===== config.mk =====
export PLATFORM = sky130hd
export DESIGN_NAME = sfp_bank
export DESIGN_NICKNAME = d
export VERILOG_FILES = /design/src/rtl/sfp_pkg.sv /design/src/rtl/sfp_bank_col.sv /design/src/rtl/sfp_bank.sv
export SDC_FILE = /design/constraint.sdc
export NUM_CORES = 2
export LEC_CHECK = 0
export ABC_CLOCK_PERIOD_IN_PS = 5500
export BUFFER_PORTS_ARGS = -buffer_cell sky130_fd_sc_hd__clkbuf_2
export CAP_MARGIN = 20
export CORE_ASPECT_RATIO = 1.75
export CORE_MARGIN = 10
export CORE_UTILIZATION = 60
export CTS_CLUSTER_SIZE = 8
export DETAILED_ROUTE_END_ITERATION = 12
export MAX_ROUTING_LAYER = met4
export PLACE_DENSITY = 0.78
export SYNTH_ARGS = -nofsm -noshare
export SYNTH_HDL_FRONTEND = slang
export SYNTH_HIERARCHICAL = 1
export SYNTH_SLANG_ARGS = --single-unit

===== constraint.sdc =====
create_clock -name clk -period 5.5 [get_ports clk]
set_input_delay 0.55 -clock clk [delete_from_list [all_inputs] [get_ports clk]]
set_output_delay 0.55 -clock clk [all_outputs]
set_load 0.02 [all_outputs]

===== src/rtl/sfp_pkg.sv =====
// Shared definitions for the sfp_bank special-function processor:
// drain FSM state encoding and signed range helpers used for clamping.
package sfp_pkg;

    typedef enum logic [1:0] {
        IDLE,
        DRAIN,
        DONE
    } state_t;

    // Largest value representable in a w-bit two's-complement number.
    function automatic longint smax(input int unsigned w);
        return (longint'(1) <<< (w - 1)) - 1;
    endfunction

    // Smallest value representable in a w-bit two's-complement number.
    function automatic longint smin(input int unsigned w);
        return -(longint'(1) <<< (w - 1));
    endfunction

endpackage


===== src/rtl/sfp_bank_col.sv =====
// One array column: DEPTH saturating accumulators plus the output path
// (optional ReLU, then narrowing saturation to OUT_BW).
// Optional feature macro: SFP_SAT_FLAG_EN adds a per-column saturation event.
module sfp_bank_col
    import sfp_pkg::*;
#(
    parameter int PSUM_BW = 16,
    parameter int ACC_BW  = 24,
    parameter int OUT_BW  = 16,
    parameter int DEPTH   = 4
)(
    input  logic                       clk,
    input  logic                       reset,
    input  logic signed [PSUM_BW-1:0]  psum,
    input  logic                       acc_en,
    input  logic                       acc_clear,
    input  logic [$clog2(DEPTH)-1:0]   acc_addr,
    input  logic                       rd_en,
    input  logic [$clog2(DEPTH)-1:0]   rd_addr,
    input  logic                       relu_en,
    output logic [OUT_BW-1:0]          out_val
`ifdef SFP_SAT_FLAG_EN
    ,
    output logic                       sat_evt
`endif
);

    localparam logic signed [ACC_BW-1:0] ACC_HI = ACC_BW'(smax(ACC_BW));
    localparam logic signed [ACC_BW-1:0] ACC_LO = ACC_BW'(smin(ACC_BW));
    localparam logic signed [OUT_BW-1:0] OUT_HI = OUT_BW'(smax(OUT_BW));
    localparam logic signed [OUT_BW-1:0] OUT_LO = OUT_BW'(smin(OUT_BW));

    logic signed [ACC_BW-1:0] mem [DEPTH];
    logic signed [ACC_BW:0]   acc_sum;
    logic signed [ACC_BW-1:0] acc_next;
    logic                     acc_ov_hi, acc_ov_lo;
    logic signed [ACC_BW-1:0] rd_val, relu_val;
    logic                     out_ov_hi, out_ov_lo;
    logic [OUT_BW-1:0]        out_next;

    // Add (or load) at one extra bit, then clamp to the accumulator range.
    always_comb begin
        acc_sum   = acc_clear ? (ACC_BW+1)'(psum)
                              : (ACC_BW+1)'(mem[acc_addr]) + (ACC_BW+1)'(psum);
        acc_ov_hi = acc_sum > (ACC_BW+1)'(ACC_HI);
        acc_ov_lo = acc_sum < (ACC_BW+1)'(ACC_LO);
        if (acc_ov_hi)      acc_next = ACC_HI;
        else if (acc_ov_lo) acc_next = ACC_LO;
        else                acc_next = acc_sum[ACC_BW-1:0];
    end

    // Output path: ReLU first, then narrow with saturation.
    always_comb begin
        rd_val    = mem[rd_addr];
        relu_val  = (relu_en && (rd_val < 0)) ? '0 : rd_val;
        out_ov_hi = relu_val > ACC_BW'(OUT_HI);
        out_ov_lo = relu_val < ACC_BW'(OUT_LO);
        if (out_ov_hi)      out_next = OUT_HI;
        else if (out_ov_lo) out_next = OUT_LO;
        else                out_next = relu_val[OUT_BW-1:0];
    end

    // Accumulator storage update.
    always_ff @(posedge clk) begin
        if (reset) begin
            for (int unsigned i = 0; i < DEPTH; i++) mem[i] <= '0;
        end else if (acc_en) begin
            mem[acc_addr] <= acc_next;
        end
    end

    // Output register: loads on issue, otherwise holds the last drained value.
    always_ff @(posedge clk) begin
        if (reset)      out_val <= '0;
        else if (rd_en) out_val <= out_next;
    end

`ifdef SFP_SAT_FLAG_EN
    // Saturation event seen this cycle on either the accumulate or output path.
    always_comb begin
        sat_evt = (acc_en && (acc_ov_hi || acc_ov_lo)) || (rd_en && (out_ov_hi || out_ov_lo));
    end
`endif

endmodule


===== src/rtl/sfp_bank.sv =====
// sfp_bank: per-column multi-entry saturating accumulators with a
// back-pressured drain to the output FIFO.
// Optional feature macro: SFP_SAT_FLAG_EN adds sticky per-column sat_flag.
module sfp_bank
    import sfp_pkg::*;
#(
    parameter int COL     = 8,
    parameter int PSUM_BW = 16,
    parameter int ACC_BW  = 24,
    parameter int OUT_BW  = 16,
    parameter int DEPTH   = 4
)(
    input  logic                      clk,
    input  logic                      reset,
    input  logic [PSUM_BW*COL-1:0]    in_psum,
    input  logic [COL-1:0]            valid_in,
    input  logic [$clog2(DEPTH)-1:0]  acc_addr,
    input  logic                      acc_clear,
    input  logic                      relu_en,
    input  logic                      drain_start,
    input  logic                      ofifo_full,
    output logic [OUT_BW*COL-1:0]     out_accum,
    output logic [COL-1:0]            wr_ofifo,
    output logic                      o_valid,
    output logic                      busy,
    output logic                      drain_done
`ifdef SFP_SAT_FLAG_EN
    ,
    output logic [COL-1:0]            sat_flag
`endif
);

    localparam int AW = $clog2(DEPTH);

    state_t        state;
    logic [AW-1:0] ptr;
    logic          issue;
    logic          acc_en;

    // Issue one entry per unstalled DRAIN cycle; accumulate only while idle.
    always_comb begin
        issue  = (state == DRAIN) && !ofifo_full;
        acc_en = (state == IDLE);
    end

    // Drain FSM with registered handshake outputs.
    always_ff @(posedge clk) begin
        if (reset) begin
            state      <= IDLE;
            ptr        <= '0;
            wr_ofifo   <= '0;
            o_valid    <= 1'b0;
            busy       <= 1'b0;
            drain_done <= 1'b0;
        end else begin
            wr_ofifo   <= {COL{issue}};
            o_valid    <= issue;
            drain_done <= (state == DONE);
            case (state)
                IDLE: begin
                    if (drain_start) begin
                        state <= DRAIN;
                        busy  <= 1'b1;
                    end
                end
                DRAIN: begin
                    if (issue) begin
                        if (ptr == AW'(DEPTH - 1)) begin
                            ptr   <= '0;
                            state <= DONE;
                            busy  <= 1'b0;
                        end else begin
                            ptr <= ptr + 1'b1;
                        end
                    end
                end
                DONE:    state <= IDLE;
                default: state <= IDLE;
            endcase
        end
    end

`ifdef SFP_SAT_FLAG_EN
    logic [COL-1:0] sat_evt;

    // Sticky saturation flags, cleared by reset or the drain_done pulse.
    always_ff @(posedge clk) begin
        if (reset) sat_flag <= '0;
        else       sat_flag <= (drain_done ? '0 : sat_flag) | sat_evt;
    end
`endif

    for (genvar k = 0; k < COL; k++) begin : g_col
        sfp_bank_col #(
            .PSUM_BW (PSUM_BW),
            .ACC_BW  (ACC_BW),
            .OUT_BW  (OUT_BW),
            .DEPTH   (DEPTH)
        ) u_col (
            .clk       (clk),
            .reset     (reset),
            .psum      (in_psum[k*PSUM_BW +: PSUM_BW]),
            .acc_en    (acc_en && valid_in[k]),
            .acc_clear (acc_clear),
            .acc_addr  (acc_addr),
            .rd_en     (issue),
            .rd_addr   (ptr),
            .relu_en   (relu_en),
            .out_val   (out_accum[k*OUT_BW +: OUT_BW])
`ifdef SFP_SAT_FLAG_EN
            ,
            .sat_evt   (sat_evt[k])
`endif
        );
    end

endmodule


==> results.txt <==
In the global route stage, met2 resource usage came out at 0.589. The global routing usage on met3 came out at 0.0548. In the routed layout, each cell is associated on average with a via count of 6.96. The share of synthesized registers carrying an async set or reset is 0. Synthesis inferred 903 register bits. The synthesized area divided by synthesized cell count came out at roughly 11 um2.

Compared with the post-synthesis result, the final layout area differs by 11.5%. The final weighted congestion in routability-driven placement is 1.01. The leakage power is 24.3 nW.

The summed negative setup slack over all endpoints is 0 ns. After clock tree synthesis, the flow added hold-fix buffers numbering 0. The total half-perimeter wirelength after legalization and detailed placement came out at 125000 um.

The number of failing setup endpoints in the final timing report is 0. The critical path required time came out at 5.99 ns. The path class of the lowest-slack min-delay path is in2reg. STA classifies the critical path startpoint as an input port.

The worst setup path is captured at a flip-flop. The relative max-transition margin came out at 0.213. The synthesized netlist net count is 5467. The number of slew-limit violations in the final report came out at 0. In this run the horizontal extent of the chip is 255 um. The die covers 110000 um2. The total routed wirelength is 179000 um. The synthesized area came out at slightly below 60000 um2.

The number of flops mapped to enable cells by yosys came out at 768. The initial antenna violation count came out at 8. The area share of the largest cell type after synthesis is 0.399. Clock tree synthesis inserted a total of 131 buffers. The number of inserted filler cells in the final layout is just over 7000. Between clock sinks in the finished design, the worst skew comes to 0.0335 ns. Prior to clock tree synthesis, the placed netlist has a worst setup slack of 0.250 ns. The number of buffer cells added on primary ports came out at 282.

The worst path setup slack after routing came out at roughly 0.98 ns. The time the worst path needs with I/O delays and setup came out at between 4 and 5 ns. The clock sink total is between 900 and 1000. The floorplan row count is 150. The critical path class is in2reg. In this run the power density over the cells is 321 nW/um2. The via count of the first global-routing pass was between 40000 and 50000. The share of the core filled with cells came out at 0.675. The clock-pin slew of the registers on the worst-case setup and hold paths came out at roughly 0.050 ns. The largest fanout on the critical path came out at 52. The cell type with the largest total area after synthesis is edfxtp_1. Yosys attributes the largest share of cell area to edfxtp_1 40%, mux4_2 15%, dfxtp_1 4.7%, ha_1 4.2%, nor2_1 3.6%.

The post-route fraction of the period consumed by the critical path is 0.822. TritonCTS built the clock tree. The post-detailed-route DRC marker count came out at 0. The data arrival time at the worst-slack endpoint came out at between 5 and 6 ns. The global-route layer with the greatest usage is met2.

The number of different library cells used by synthesis comes to 97. The cell sitting at the root of the clock tree is a clkbuf_16. The clock latency of the later-clocked register in the worst-skew pair came out at 0.77 ns. The run finished with clean final reports. The detailed-router iteration count before antenna repair came out at 6. The sequential share of the synthesized area came out at 0.446. The core region is 95500 um2. The final count of hold timing violations is 0. The design area is ~64000 um2. Leaving out fill and tap cells, the most frequent cells in the layout are 768 x edfxtp_1, 553 x nor2_1, 457 x nand2_1. The DRC marker count from the first detailed-route iteration came out at 4381.

The average routed wire per standard cell came out at 26.8 um. The library cell used most frequently in the layout, excluding fill and tap cells, is edfxtp_1. The measured slew at the worst slew-check pin came out at 1.18 ns. The met1 capacity usage during global routing came out at 0.352. Setup repair after global routing left no endpoint under its margin.

The global-route wire length before repair came out at 273000 um. The boundary pin count came out at between 200 and 300. The placed instance area is between 60000 and 70000 um2. For this run, the leading register cell type out of synthesis is edfxtp_1. The Yosys step of the flow raised 6 warnings.

The count of nets after finishing is 5716. The post-CTS setup repair buffer count came out at 0. In the final layout, the share of cells above drive strength 1 is 0.207. The routed layout has 46611 vias. The final antenna-violating net count is 0. The achievable clock frequency is 221 MHz.

The instance count of the mapped netlist is 5122. The maximum ir drop on the vdd rail came out at around 0.00032 V. The max-capacitance violation count came out at 0.

The starting utilization of the core area came out at 0.605. The total number of H-tree levels came out at 4. The global-route usage over all layers came out at 0.334. The die outline height came out at 431 um.

Entering global routing, the biggest net connects 124 pins. The maximum buffer depth of the clock tree is 3. The number of instances resized during post-cts repair came out at 0. The global-route congestion overflow total is 0.
## cell families after synthesis
group	count (synthesis)	synth area share
adders and majority gates	209	0.0461
buffers and inverters	409	0.0313
xor gates and xnor gates	106	0.0161
AOI/OAI and AO/OA	1393	0.164
muxes	413	0.155
DFF	903	0.446
and+or+nand+nor	1689	0.141
## final cells by class
cell class / count / area (um2) / share of cell area
Multi-Input combinational cell: 3810 / 30200 / 0.469
Sequential cell: 903 / 25800 / 0.400
Clock buffer: 218 / 3690 / 0.0572
Timing Repair Buffer: 406 / 2610 / 0.0404
Tap cell: 1216 / 1520 / 0.0236
Inverter: 119 / 447 / 0.00693
Clock inverter: 12 / 135 / 0.00210
Antenna cell: 13 / 32.5 / 0.000505
## routing by layer
metal,up-vias,share of wire
met3,627,0.079
met4,0,0.055
met5,-,0
met1,23002,0.34
met2,2536,0.53
li1,20446,-
## registers in the layout, indices dropped and copies added, names as in the netlist
name and count:
g_col.u_col/mem 768, state 2, g_col.u_col/out_val 128, o_valid 1, busy 1, ptr 2, drain_done 1
## synthesized netlist by cell type (19+ instances only)
cell / number
a21o_1: 67
inv_1: 113
o21ai_2: 32
buf_2: 81
a21oi_1: 252
nand3_1: 57
o41ai_1: 24
o211a_1: 36
buf_4: 31
nand2_1: 457
nor3_1: 116
o211ai_1: 29
dfxtp_1: 135
nand2b_1: 103
nor4_1: 19
edfxtp_1: 768
o21ai_0: 384
o31ai_1: 72
mux2i_1: 19
nor2b_1: 116
xnor2_1: 49
clkbuf_1: 150
a21oi_2: 28
xor2_1: 57
nor3b_1: 32
ha_1: 193
and2_1: 34
o21a_1: 41
a311oi_1: 19
o21ai_1: 45
a31oi_1: 29
a211oi_1: 161
nand4_1: 64
nor2_1: 554
and3_1: 31
mux4_2: 384
## report_power, final
group	leakage [nW]	internal (mW)	switching (mW)
clock network	1.83	4.55	3.03
registers	9.08	7.92	0.225
logic	13.4	1.83	3.12
total	24.3	14.3	6.38
## stage by stage
stage	hold slack, ns	instances	power [mW]
after floorplan	0.468	5122	11.7
after global placement	0.463	6450	13.0
after detailed placement	0.459	6450	13.1
after CTS	0.0638	6680	20.7
after global routing	0.107	6692	21.4
final	0.106	6697	20.7
## final timing paths
| kind | depth (start not counted) | endpoint | startpoint | slack (ns) |
|---|---|---|---|---|
| worst min-delay path | 3 | state[0] | drain_start | 0.11 |
| worst max register to register | 10 | g_col[1].u_col/mem[2][19] | g_col[1].u_col/mem[3][4] | 1.37 |
| worst min register to register | 2 | busy | busy | 0.47 |
| worst max-delay path | 12 | g_col[1].u_col/mem[2][19] | acc_addr[0] | 0.98 |
## worst max-delay path, stage by stage
cell	delay (ns)
buf_8	0.46
buf_12	0.33
mux4_2	0.56
ha_1	0.31
a211oi_1	0.26
o21bai_1	0.21
o21ai_2	0.26
nand4_1	0.17
and3_1	0.28
o31ai_2	0.88
a21boi_1	0.47
nor3_1	0.10
Note: power is estimated with default switching activity, not from simulation.
